## config.mk

```make
export PLATFORM = sky130hd
export DESIGN_NAME = ristretto_fetch_unit
export DESIGN_NICKNAME = d
export VERILOG_FILES = /design/src/rtl/ristretto_fetch_unit.sv
export SDC_FILE = /design/constraint.sdc
export NUM_CORES = 1
export LEC_CHECK = 0
export ABC_CLOCK_PERIOD_IN_PS = 4120
export CELL_PAD_IN_SITES_DETAIL_PLACEMENT = 1
export CELL_PAD_IN_SITES_GLOBAL_PLACEMENT = 2
export CORE_UTILIZATION = 28
export DETAILED_ROUTE_END_ITERATION = 7
export PLACE_DENSITY_LB_ADDON = 0.05
export REMOVE_ABC_BUFFERS = 1
export SLEW_MARGIN = 15
export SYNTH_ARGS = -nofsm -noshare
export SYNTH_HDL_FRONTEND = slang
export SYNTH_SLANG_ARGS = --single-unit
export TNS_END_PERCENT = 50
```

## constraint.sdc

```tcl
create_clock -name clk_i -period 4.12 [get_ports clk_i]
set_clock_uncertainty 0.1 [all_clocks]
set_input_delay 0.824 -clock clk_i [delete_from_list [all_inputs] [get_ports clk_i]]
set_output_delay 0.824 -clock clk_i [all_outputs]
set_load 0.005 [all_outputs]
```

## src/rtl/ristretto_fetch_unit.sv

```systemverilog
// ============================================================================
// Module  : ristretto_fetch_unit
// Purpose : IF-stage fetch unit; one req/gnt/rvalid transaction per fetch
//           request, owns the fetch PC. Optional error handling under
//           RISTRETTO_FU_ERR_EN.
// Revision: 1.0 - initial release
// ============================================================================
`default_nettype none

module ristretto_fetch_unit #(
  parameter int unsigned          DataWidth = 32,
  parameter int unsigned          AddrWidth = 32,
  parameter logic [AddrWidth-1:0] BootAddr  = '0
) (
  input  logic                 clk_i,
  input  logic                 rst_i,
  input  logic                 fu_fetch_i,
  output logic                 fu_busy_o,
  output logic                 fu_new_instr_o,
  output logic [DataWidth-1:0] fu_instr_o,
  output logic [AddrWidth-1:0] fu_current_pc_o,
  output logic                 fu_err_o,
  input  logic                 redirect_i,
  input  logic [AddrWidth-1:0] redirect_pc_i,
  output logic                 imem_req_o,
  output logic [AddrWidth-1:0] imem_addr_o,
  input  logic                 imem_gnt_i,
  input  logic                 imem_rvalid_i,
  input  logic [DataWidth-1:0] imem_rdata_i,
  input  logic                 imem_err_i
);

  typedef enum logic [1:0] {
    S_IDLE  = 2'd0,
    S_REQ   = 2'd1,
    S_WAIT  = 2'd2,
    S_DRAIN = 2'd3
  } state_e;

  state_e               state_q, state_d;
  logic [AddrWidth-1:0] pc_q, pc_d;
  logic [AddrWidth-1:0] addr_q, addr_d;
  logic                 discard_q, discard_d;
  logic [DataWidth-1:0] instr_q, instr_d;
  logic [AddrWidth-1:0] cur_pc_q, cur_pc_d;
  logic                 new_instr_q, new_instr_d;
  logic                 err_q, err_d;
  logic [AddrWidth-1:0] redirect_tgt;
  logic [DataWidth-1:0] deliver_instr;
  logic                 deliver_err;

  assign redirect_tgt = {redirect_pc_i[AddrWidth-1:2], 2'b00};

`ifdef RISTRETTO_FU_ERR_EN
  localparam logic [DataWidth-1:0] c_nop_instr = DataWidth'(32'h0000_0013);

  // A faulted fetch is replaced by a NOP so the pipeline sees a harmless word.
  assign deliver_instr = imem_err_i ? c_nop_instr : imem_rdata_i;
  assign deliver_err   = imem_err_i;
`else
  logic unused_imem_err;

  assign unused_imem_err = imem_err_i;
  assign deliver_instr   = imem_rdata_i;
  assign deliver_err     = 1'b0;
`endif

  always_comb begin
    state_d     = state_q;
    pc_d        = pc_q;
    addr_d      = addr_q;
    discard_d   = discard_q;
    instr_d     = instr_q;
    cur_pc_d    = cur_pc_q;
    new_instr_d = 1'b0;
    err_d       = 1'b0;

    case (state_q)
      S_IDLE: begin
        if (redirect_i) begin
          pc_d = redirect_tgt;
        end else if (fu_fetch_i) begin
          state_d = S_REQ;
          addr_d  = pc_q;
        end
      end

      S_REQ: begin
        if (redirect_i) begin
          pc_d = redirect_tgt;
          if (imem_gnt_i) begin
            state_d   = S_DRAIN;
            discard_d = 1'b0;
          end else begin
            // The request must stay stable, so the stale address is still issued.
            discard_d = 1'b1;
          end
        end else if (imem_gnt_i) begin
          discard_d = 1'b0;
          if (discard_q) begin
            state_d = S_DRAIN;
          end else begin
            state_d = S_WAIT;
            pc_d    = pc_q + AddrWidth'(4);
          end
        end
      end

      S_WAIT: begin
        if (redirect_i) begin
          pc_d    = redirect_tgt;
          state_d = imem_rvalid_i ? S_IDLE : S_DRAIN;
        end else if (imem_rvalid_i) begin
          instr_d     = deliver_instr;
          err_d       = deliver_err;
          cur_pc_d    = addr_q + AddrWidth'(4);
          new_instr_d = 1'b1;
          if (fu_fetch_i) begin
            state_d = S_REQ;
            addr_d  = pc_q;
          end else begin
            state_d = S_IDLE;
          end
        end
      end

      S_DRAIN: begin
        if (redirect_i) begin
          pc_d = redirect_tgt;
        end
        if (imem_rvalid_i) begin
          state_d = S_IDLE;
        end
      end

      default: begin
        state_d = S_IDLE;
      end
    endcase
  end

  always_ff @(posedge clk_i) begin
    if (rst_i) begin
      state_q     <= S_IDLE;
      pc_q        <= BootAddr;
      addr_q      <= BootAddr;
      discard_q   <= 1'b0;
      instr_q     <= '0;
      cur_pc_q    <= '0;
      new_instr_q <= 1'b0;
      err_q       <= 1'b0;
    end else begin
      state_q     <= state_d;
      pc_q        <= pc_d;
      addr_q      <= addr_d;
      discard_q   <= discard_d;
      instr_q     <= instr_d;
      cur_pc_q    <= cur_pc_d;
      new_instr_q <= new_instr_d;
      err_q       <= err_d;
    end
  end

  assign fu_busy_o       = (state_q != S_IDLE);
  assign imem_req_o      = (state_q == S_REQ);
  assign imem_addr_o     = addr_q;
  assign fu_new_instr_o  = new_instr_q;
  assign fu_instr_o      = instr_q;
  assign fu_current_pc_o = cur_pc_q;
  assign fu_err_o        = err_q;

endmodule

`default_nettype wire

```

After elaboration in Yosys (flattened, before gate mapping)
Index checks and enable logic that the tools add are counted.
- equal/unequal tests: 13
- add/sub/neg operators: 2
- divide/modulo/power cells: 0
- reductions and logical operators: 11
- muxes and demuxes: 26
- shifts and indexed selects: 0
- bitwise logic cells: 2
- multiply operators: 0
- $lt $le $gt $ge: 0
- operators by type and width (operator ; number):
    $mux 32 ; 8
    $pmux 32 s2 ; 2
    $add 32x3->32 const B ; 2
    $mux 2 ; 9
    $ne 2x2->1 const B ; 5
    $pmux 2 s4 ; 1
    $mux 1 ; 6
    $ne 3x3->1 const B ; 2
    $reduce_and 3->1 ; 2
    $reduce_bool 2->1 ; 3
    $reduce_or 3->1 ; 2
    $reduce_and 5->1 ; 1
    $eq 2x2->1 const B ; 2
    $ne 2x1->1 const B ; 2
    $reduce_and 4->1 ; 1
    $ne 3x2->1 const B ; 1
    $eq 2x1->1 const B ; 1
    $logic_not 2->1 ; 1
    $not 1->1 ; 2
    $reduce_and 2->1 ; 1
- output and inout bits: 100
- memories: 0
- memory bits (writable): 0
- bits in latches: 0
- bits of input ports: 71
- register bits: 132
- logic and storage cells: 61
- bits in read-only memories: 0

Depth between registers and ports, before layout
Gate-level depths: netlist (run 1).
- depth after elaboration: 5
- depth in mapped cells: 9
- mapped depth without buffers: 6

Worst setup path after synthesis (run 1)
Ideal clock, no wire load.
- path kind: input-to-reg
- from: in redirect_i
- to: reg cur_pc_q[10], in the netlist fu_current_pc_o[10]
- path buffers: 3
- library setup time: 0.137 ns
- data arrival time: 2.044 ns
- cell stages on the path: 6
- data required time: 3.883 ns
- setup slack: 1.839 ns
- cells stage by stage: nor2_1 -> and3_1 -> buf_2 -> clkbuf_1 -> buf_1 -> a211oi_1
- longest elaborated chain between the ends: 2
- ends and longest elaborated chain (what ; line ; source):
    start, declared ; 23 ; input logic redirect_i,
    $not 1->1 (no source line) ; - ;
    $reduce_and 3->1 (no source line) ; - ;
    end signal, assigned ; 158 ; cur_pc_q <= cur_pc_d;
    end, declared ; 45 ; logic [AddrWidth-1:0] cur_pc_q, cur_pc_d;
No other way between the ends.
A chain may end at the register's enable or synchronous reset.

Worst setup path after layout (run 1)
- from: in redirect_i
- to: reg addr_q[23], in the netlist imem_addr_o[23]
- longest elaborated chain between the ends: 2
- elaborated cells on any way between the ends: 3
- those cells by class: eq/ne (2); reduce/logical (1)
- ends and longest elaborated chain (what ; line ; source):
    $ne 2x2->1 (no source line) ; - ;
    $reduce_and 4->1 (no source line) * ; - ;
    end signal, assigned ; 146 ; addr_q <= BootAddr;
    end signal, assigned ; 155 ; addr_q <= addr_d;
    end, declared ; 42 ; logic [AddrWidth-1:0] addr_q, addr_d;
Every way passes the cells marked *; elsewhere a longest branch is shown, timed or not.

==> results.ini, run 1 <==
[placed_design]
postPlaceCellArea_mm2=0.00763
place_hpwl_um=13600
gp_congestion=0.767
io_buffers=162

[critical_path]
r2r_start=pc_q[2]
cp_max_fo=24
crit_chain=clkdlybuf4s50_1, buf_4, nor2_1, and3_1, buf_4, nand2_1, a21oi_1
critPathLaunch=redirect_i
cp_data_required_time_ns=4.35
cp_slowest_cell=and3_1
arrival_ns=3.02
worst_path_most_repeated_cell=buf_4
worst_setup_path_end_kind=register
worst_path_largest_cell_delay_ns=0.65
criticalPathCategory=in2reg
cp-start-kind=input pin

[route]
antenna_left=0
drtIter0Drc=194
maxUsedRoutingLayer=met4
via_per_inst=4.91
first_pass_iters=4
wirelength_um=19100
met1Wirelength_um=8640
dr_wl_met2_um=9450
post-route-drc-count=0
wl_met3_um=741
num_vias=5710
avgRoutedWirePerCell_um=16.4

[clocking]
clk_pin_slew_ns=0.05
clk_root_buffer_cell=clkbuf_16
postCtsSetupBuffers=0
htreeDepth=4
numCtsBuffers=17
clock-sinks=126
cts_tree=yes
clock_latency_ns=0.42
cts_resized=0
hold_buffers=0
clk_path_buf_depth=2

[pwr]
vdd_drop_max_uv=267
design_power_total_mw=3.05
power.density_mw_per_mm2=372
power.leakage_nw=2.72

[synth]
synth.area.top_cells=dfxtp_1, nand2_1, a21oi_1
synth_ff_type=dfxtp_1
synth_warnings=0
yosysMostFrequentCell=nand2_1
syn_avg_cell_area_um2=7.85
ys_types=59
synth-async-reset-ratio=0
syn_inst=735
synthTopCellsByCount=nand2_1, dfxtp_1, a21oi_1
synth_seq_cells=126
synth_top_area_share=0.437
synth.yosys.seq_area_share=0.437
synth_edf_count=0
synth_largest_area_cell=dfxtp_1
synthesis.area_mm2=0.00577

[floorplan]
dieArea_mm2=0.0212
ios=171
std_cell_rows=52
start_util=0.285
die-width_um=146
core-area_mm2=0.0202
die_height_um=146

[sta]
rsz0062_at_grt=no
setup_viol=0
tns_ns=0
relSlewSlack=0.330
hold_viol=0
tightest_slew_ns=1.01
post-route-period-util=0.677
report.final.slew_viol_count=0
fin_crit_ns=2.79
max_freq_ghz=0.358

[grt]
grt_pass1_wl_um=31000
grt_pass1_vias=6022
track_usage=0.185
grt_max_degree=89
antenna_found_initial=0
grt_overflow=0

[min_path]
hp-class=reg2reg
min_from=fu_instr_o[30]

[cells_and_area]
regArea_mm2=0.00252
final_nets=953
multiInputGateArea_mm2=0.00300
diodes=0
areaGrowthSynthToFinish_pct=42.1
n_fill_cell=2382
fin_area_mm2=0.00821
drive_gt1_frac=0.0649

[status]
status=completed

[flow_run]
max_cap_violations=0

## worst max-delay path, delay by kind of cell
| family | cells | cell delay, ns |
|---|---|---|
| AO/OA/AOI/OAI | 1 | 0.13 |
| AND/OR/NAND/NOR | 3 | 1.06 |
| buffers and inverters | 3 | 0.99 |
## placed cells by master, fill, tap and decap left out, types with 3 or more instances in the layout
master and instances:
and4_1 6, a31oi_1 5, nand2_1 163, mux2i_1 3, and3_1 11, dfxtp_1 126
clkdlybuf4s50_1 161, buf_4 14, nand2b_1 4, clkinvlp_4 3, xnor2_1 9, conb_1 5
nor2_1 58, nand3_1 28, a22oi_1 3, and2_1 5, or4_1 4, or2_2 3
nor3b_1 3, clkbuf_16 17, a21oi_1 89, clkinv_4 4, a211oi_1 32, xor2_1 26
inv_1 9, o22ai_1 6, o21ai_0 8, nor4_1 8, a311oi_1 3, nor3_1 8
nand4_1 21, clkinv_2 3
## final timing paths
check / end / slack, ns / cells past startpoint
setup reg to reg: pc_q[22] / 1.59 / 6
hold reg to reg: fu_instr_o[30] / 0.35 / 2
hold / removal: fu_instr_o[30] / 0.35 / 2
setup / recovery: imem_addr_o[23] / 1.33 / 7
## flip-flops by register name, indices dropped and copies added, names as in the netlist
name and count:
fu_current_pc_o 30, fu_new_instr_o 1, discard_q 1, pc_q 30, state_q 2, imem_addr_o 30, fu_instr_o 32
## kinds of logic (layout without fill, tap and decap cells)
family / count (synthesis) / after routing / share of synthesized area
buffers and inverters: 63 / 217 / 0.0462
other: 1 / 5 / 0.000650
AND/OR/NAND/NOR: 341 / 341 / 0.282
AO/OA/AOI/OAI: 164 / 164 / 0.172
multiplexers: 3 / 3 / 0.00520
XOR/XNOR: 35 / 35 / 0.0531
adder cells (fa/ha/maj): 2 / 2 / 0.00433
flip-flops: 126 / 126 / 0.437
## stage by stage
step / util / worst slack, ns / cells / hold slack [ns]
after floorplan: - / 0.932 / 685 / 0.347
after global placement: 0.377 / 0.976 / 1131 / 0.343
after detailed placement: 0.377 / 0.892 / 1131 / 0.348
after CTS: 0.406 / 1.32 / 1163 / 0.356
after global routing: 0.406 / 1.13 / 1163 / 0.371
final: 0.406 / 1.33 / 1163 / 0.353
## layout make-up
| class | instances | share of cell area |
|---|---|---|
| tap | 270 | 0.0412 |
| sequential | 126 | 0.307 |
| clock buffer | 19 | 0.0528 |
| clock inverter | 13 | 0.0172 |
| inverter | 9 | 0.00412 |
| timing repair buffer | 176 | 0.212 |
| multi-input combinational | 550 | 0.366 |
## where the power goes
group          internal [mW]  switching, mW  leakage (nW)
Sequential              1.26         0.0548          1.02
Combinational          0.146          0.138          1.43
Clock                  0.891          0.564         0.273
## metal layers
layer | vias to the layer above | global-route usage
met5 | - | 0
li1 | 2847 | -
met3 | 14 | 0.0389
met4 | 0 | 0.0579
met1 | 2720 | 0.226
met2 | 129 | 0.323
No activity file was read; power rests on OpenSTA's default activity.
==> run 2: changes to the inputs <==
--- a/config.mk
+++ b/config.mk
@@ -5,10 +5,10 @@
 export SDC_FILE = /design/constraint.sdc
 export NUM_CORES = 1
 export LEC_CHECK = 0
-export ABC_CLOCK_PERIOD_IN_PS = 4120
+export ABC_CLOCK_PERIOD_IN_PS = 2800
 export CELL_PAD_IN_SITES_DETAIL_PLACEMENT = 1
 export CELL_PAD_IN_SITES_GLOBAL_PLACEMENT = 2
-export CORE_UTILIZATION = 28
+export CORE_UTILIZATION = 26
 export DETAILED_ROUTE_END_ITERATION = 7
 export PLACE_DENSITY_LB_ADDON = 0.05
 export REMOVE_ABC_BUFFERS = 1
==> constraint.sdc (replaced) <==
create_clock -name clk_i -period 2.8 [get_ports clk_i]
set_clock_uncertainty 0.1 [all_clocks]
set_input_delay 0.56 -clock clk_i [delete_from_list [all_inputs] [get_ports clk_i]]
set_output_delay 0.56 -clock clk_i [all_outputs]
set_load 0.005 [all_outputs]
==> results.ini, run 2 (synthesis results as in run 1) <==
[clocking]
clock_latency_ns=0.42  ; about the same
numCtsBuffers=17  ; unchanged
hold_buffers=0  ; unchanged
postCtsSetupBuffers=0  ; unchanged
clk_root_buffer_cell=clkbuf_16
clk_path_buf_depth=2  ; unchanged
htreeDepth=4  ; unchanged
clock-sinks=126  ; unchanged
cts_tree=yes
cts_resized=0  ; unchanged
clk_pin_slew_ns=0.06  ; about the same

[cells_and_area]
regArea_mm2=0.00252  ; unchanged
multiInputGateArea_mm2=0.00301  ; +0.17%
largest_register_ffs=32  ; unchanged
final_nets=968  ; +1.6%
final_common_cell=nand2_1
diodes=0  ; unchanged
final_cell_mix=nand2_1, clkdlybuf4s50_1, dfxtp_1, a21oi_1, nor2_1
drive_gt1_frac=0.0816  ; +0.0166
n_fill_cell=2608  ; +9.5%
areaGrowthSynthToFinish_pct=45.4

[route]
num_vias=5786  ; +1.3%
wirelength_um=19700  ; +3.3%
avgRoutedWirePerCell_um=16.6  ; +1.2%
via_per_inst=4.87  ; -0.72%
drtIter0Drc=159  ; -18%
first_pass_iters=4  ; unchanged
antenna_left=0  ; unchanged
post-route-drc-count=0  ; unchanged

[floorplan]
die-width_um=151  ; +3.7%
start_util=0.265  ; -0.0208
core-area_mm2=0.0218  ; +7.9%
std_cell_rows=54  ; +3.8%
ios=171  ; unchanged
die_height_um=151  ; +3.7%
dieArea_mm2=0.0228  ; +7.6%

[grt]
track_usage=0.175  ; -0.00917
grt_overflow=0  ; unchanged
grt_pass1_wl_um=30700  ; -0.96%
grt_max_degree=73  ; -18%
antenna_found_initial=0  ; unchanged
grt_pass1_vias=5864  ; -2.6%

[min_path]
hp-class=reg2reg

[critical_path]
criticalPathCategory=reg2out
cp-start-kind=register
worst_setup_path_end_kind=primary output
crit_chain=nand2b_1, inv_1, clkdlybuf4s50_1
cp_slowest_cell=clkdlybuf4s50_1
arrival_ns=1.74  ; -1.28 ns
worst_path_largest_cell_delay_ns=0.52  ; -0.13 ns
cp_data_required_time_ns=2.14  ; -2.21 ns
cp_max_fo=10  ; -58%

[sta]
hold_viol=0  ; unchanged
max_freq_ghz=0.416
tightest_slew_ns=0.667  ; -0.339 ns
post-route-period-util=0.858
relSlewSlack=0.556  ; +0.226
tns_ns=0  ; unchanged
setup_viol=0  ; unchanged
layout_setup_ws_ns=0.397  ; -0.934 ns
rsz0062_at_grt=no
fin_crit_ns=2.40
report.final.slew_viol_count=0  ; unchanged

[pwr]
power.leakage_nw=2.82  ; +3.5%
power.density_mw_per_mm2=562  ; +51%
vdd_drop_max_uv=358  ; +34%

[placed_design]
place_hpwl_um=14500  ; +6.6%
gp_congestion=0.780  ; +1.7%
io_buffers=162  ; unchanged
dp_slack_ns=0.0952  ; -0.797 ns

[status]
status=completed

[flow_run]
max_cap_violations=0  ; unchanged

==> run 2: cell count changes in the layout (fill, tap and decap cells not counted) <==
| cell | before | now |
|---|---|---|
| clkinv_2 | 3 | 1 |
| buf_4 | 14 | 28 |
| nand3_1 | 28 | 27 |
| buf_12 | 1 | 2 |
| nand3_2 | 1 | 2 |
| clkinvlp_4 | 3 | 4 |
| clkinv_4 | 4 | 3 |
| bufinv_16 | 2 | 4 |
| clkbuf_1 | 2 | 1 |
==> run 2: final timing paths <==
path	start	endpoint	slack, ns	cells past startpoint
min reg2reg	fu_instr_o[3]	fu_instr_o[3]	0.35	2
min	fu_instr_o[3]	fu_instr_o[3]	0.35	2
max	state_q[1]	imem_req_o	0.40	3
max reg2reg	pc_q[7]	pc_q[27]	0.49	5
==> run 2: worst max-delay path, delay by kind of cell, from the launching register on <==
family                 cells  cell delay, ns
buffers and inverters      2            0.67
DFF                        1            0.40
and+or+nand+nor            1            0.25
==> run 2: area by class of cell <==
class                      count  share of cell area
multi-input combinational    550               0.358
clock buffer                  18              0.0511
clock inverter                13              0.0227
inverter                       9             0.00403
tap                          280              0.0417
sequential                   126               0.301
timing repair buffer         191               0.222
==> run 2: routing by layer <==
metal  global-route usage  vias up  part of all wire
met4               0.0580        0             0.016
li1                     -     2884                 -
met2                0.298      137              0.47
met5                    0        -                 0
met3               0.0337       21             0.045
met1                0.221     2744              0.47
==> run 2: through the flow <==
| step | utilization | hold slack (ns) | instance area (um2) | total power [mW] | cells |
|---|---|---|---|---|---|
| floorplan | - | 0.347 | 5560 | 2.11 | 685 |
| global placement | 0.356 | 0.341 | 7770 | 2.40 | 1156 |
| detailed placement | 0.356 | 0.346 | 7770 | 2.41 | 1156 |
| CTS | 0.385 | 0.354 | 8390 | 4.78 | 1187 |
| global route | 0.385 | 0.374 | 8390 | 4.92 | 1187 |
| finish | 0.385 | 0.351 | 8390 | 4.72 | 1187 |
==> run 2: where the power goes <==
| group | internal (mW) | leakage (nW) | switching [mW] | total, mW |
|---|---|---|---|---|
| sequential | 1.85 | 1.02 | 0.0787 | 1.93 |
| combinational | 0.227 | 1.51 | 0.214 | 0.440 |
| clock | 1.49 | 0.289 | 0.859 | 2.35 |
==> RTL edit 1: new RTL, settings of run 2 <==
Build with the macro `RISTRETTO_FU_ERR_EN` defined.
--- a/src/rtl/ristretto_fetch_unit.sv
+++ b/src/rtl/ristretto_fetch_unit.sv
@@ -6,6 +6,8 @@
 // Revision: 1.0 - initial release
 // ============================================================================
 `default_nettype none
+
+`define RISTRETTO_FU_ERR_EN
 
 module ristretto_fetch_unit #(
   parameter int unsigned          DataWidth = 32,
Check against the original RTL: not equivalent (Yosys sat finds a counterexample within 4 cycles, from zero or initial values and one cycle with rst_i high).
==> RTL edit 1 against run 2 <==
Cell count down 0.51%; power down 0.72%; register-to-register slack better by 0.04 ns; cell area up 2.9%; wire length up 13%; area after synthesis up 3.6%; setup slack worse by 0.12 ns; count of clock-buffer cells in the layout up 1; sequential cell count up 1; largest cell class unchanged.
==> RTL edit 1: results (changes against run 2) <==
[status]
outcome = finished clean

[grt]
grt_util_all_layers = 0.1951  ; +0.01968
grt_use_met2 = 0.3167  ; +0.01850
gr-usage-met3 = 0.03918  ; +0.005442
grt_util_met1 = 0.2569  ; +0.03561
grt_pass1_wl_mm = 36.21  ; +18%

[layout]
clkCellAreaFrac = 0.07028  ; -0.003513
num-multi-input-gates = 532  ; -3.3%
multi_input_area_share = 0.3688  ; +0.01071
buf_share = 0.2208  ; -0.0009875
seqCellArea_mm2 = 0.002542  ; +0.79%
drive_gt1_frac = 0.08705  ; +0.005466

[yosys]
muxShareOfSynthArea = 0  ; -0.005202
synth.area.top_cells = dfxtp_1 (43%), nand2_1 (6.8%), a22o_1 (4.2%), a21oi_1 (3.9%), clkbuf_1 (2.9%)
yosysSeqAreaShare = 0.4251  ; -0.01183
ys_types = 67  ; +14%

[power]
vdd_drop_max_v = 0.0002351  ; -34%
comb-power_uw = 446  ; +1%

[drt]
avgViaCountPerCell = 5.270  ; +8.1%
wl_mm = 22.38  ; +13%
met3_wirelength_mm = 1.016  ; +15%
wl_met1_mm = 10.51  ; +13%

[placed_design]
hpwl_mm = 16.54  ; +14%

[setup_path]
cpLargestDelayFamily = flip-flops
slowest_delay_ns = 0.67  ; +0.15 ns
arrival_ns = 1.86  ; +0.12 ns

[floorplan]
core_mm2 = 0.02257  ; +3.4%

==> RTL edit 1: cell types whose count changed after synthesis, sizes merged, moves of 9 or more <==
cell / delta
a211oi: -18
a21oi: -42
a22o: +29
a31oi: +11
nand2: -54
nor2: -23
nor3: +18
o21ai: +24
or3: +9
xor2: -23
==> RTL edit 1: logic make-up (layout without fill, tap and decap cells) <==
family / Yosys count / count (layout)
buffers and inverters: 70 / 237
and+or+nand+nor: 308 / 308
other: 1 / 4
AOI/OAI and AO/OA: 205 / 205
DFF: 127 / 127
xor gates and xnor gates: 13 / 13
adders and majority gates: 2 / 2
==> RTL edit 1: worst paths after layout <==
path / from / to / cells past startpoint
worst max-delay path: state_q[0] / imem_req_o / 2
worst min-delay path: fu_current_pc_o[3] / fu_current_pc_o[3] / 2
worst max register to register: pc_q[4] / pc_q[21] / 4
worst min register to register: fu_current_pc_o[3] / fu_current_pc_o[3] / 2
==> RTL edit 2: new RTL, config.mk and constraints of run 2 <==
Without the edit above. Re-encode `state_e` (4 states) as one-hot, 4 bits wide.
--- a/src/rtl/ristretto_fetch_unit.sv
+++ b/src/rtl/ristretto_fetch_unit.sv
@@ -30,11 +30,11 @@
   input  logic                 imem_err_i
 );
 
-  typedef enum logic [1:0] {
-    S_IDLE  = 2'd0,
-    S_REQ   = 2'd1,
-    S_WAIT  = 2'd2,
-    S_DRAIN = 2'd3
+  typedef enum logic [3:0] {
+    S_IDLE  = 4'b0001,
+    S_REQ   = 4'b0010,
+    S_WAIT  = 4'b0100,
+    S_DRAIN = 4'b1000
   } state_e;
 
   state_e               state_q, state_d;
Function: same outputs for any inputs over 4 cycles, from zero or initial values and one cycle with rst_i high; so few cycles prove little.
==> RTL edit 2 against run 2 <==
Sequential cell count grew 2; wire length grew 5.1%; sequential power grew 7%; cell area grew 2.4%; setup slack lost 0.11 ns; power grew 3.5%; count of clock-buffer cells in the layout grew 2; via count grew 2.4%; area after synthesis grew 5.4%; critical path type unchanged.
==> RTL edit 2: results (changes against run 2) <==
[status]
outcome = finished clean

[placed_design]
placed_area_mm2 = 0.008046  ; +3.5%
hpwl_mm = 14.56  ; +0.72%
dp_slack_ns = 0.2199  ; +0.1247 ns

[yosys]
synth_fa_ha_area_frac = 0.004111  ; -0.0002236
synth_common_cells = dfxtp_1 (128), nand2_1 (99), nor2_1 (86)
synth.avg_cell_area_um2 = 8.271  ; +5.3%
muxShareOfSynthArea = 0.05098  ; +0.04577
yosysSeqAreaShare = 0.4210  ; -0.01596
ys_types = 65  ; +10%
synthXorXnorAreaFrac = 0.03885  ; -0.01425
synth_compound_area_frac = 0.1856  ; +0.01396

[grt]
grt_util_all_layers = 0.1769  ; +0.001513
grt_util_met1 = 0.2268  ; +0.005516
grt_pass1_wl_mm = 33.59  ; +9.3%
grt_use_met2 = 0.2924  ; -0.005801
gr-usage-met3 = 0.03370  ; about the same
grt_pass1_vias = 6191  ; +5.6%

[drt]
first_iter_violations = 271  ; +70%
wl_mm = 20.73  ; +5.1%
wl_met1_mm = 9.906  ; +6.6%
routedWlPerCell_um = 17.07  ; +2.7%
met3_wirelength_um = 859  ; -2.4%
vias = 5927  ; +2.4%

[layout]
nFillCells = 2661  ; +2.0%
syn2layout_area_growth_pct = 41.23
fin_nets = 961  ; -0.72%
final_common_cell = clkdlybuf4s50_1

[sta]
slew_headroom = 0.4993  ; -0.05633
hold_slack_ns = 0.3563  ; +0.005306 ns
max_freq_mhz = 398.1  ; -4.3%

[setup_path]
r2r_cells = 6  ; +1
critPathSlowestCell = dfxtp_1
timing.rr.end = pc_q[15]
crit_path_max_fanout = 7  ; -3
slowest_delay_ns = 0.54  ; +0.02 ns
cpLargestDelayFamily = flip-flops
critPathCapture = fu_busy_o
startpoint = state_q[0]
regToRegStartpoint = state_q[3]

[clock_tree]
clockBufferDepth = 2  ; unchanged

[power]
leakage_uw = 0.002849  ; +1.1%
vdd_drop_max_v = 0.0003446  ; -3.7%

## RTL edit 2: changes by cell type after synthesis, sizes merged, moves of 5 or more
cell,before,now
mux2i,3,31
o21ai,10,27
buf,14,30
or4,5,0
nand2,163,99
a21oi,89,60
nor2,58,88
clkbuf,40,30
## RTL edit 2: layout make-up
cell class / instances / share of cell area
clock inverter: 12 / 0.01004
timing repair buffer: 189 / 0.2163
multi-input combinational: 542 / 0.3726
clock buffer: 20 / 0.05312
inverter: 10 / 0.004366
sequential: 128 / 0.2981
tap: 313 / 0.04555
## RTL edit 2: worst min-delay path, delay by kind of cell (launching register included)
kind	cells	cell delay, ns
compound gates	1	0.05
flops	1	0.31
simple gates	1	0.05
## RTL edit 2: power by group
part	switching (µW)	internal, µW	total, µW
Clock	884	1180	2060
Combinational	393	358	752
Sequential	154	1910	2070
Total	1430	3450	4880
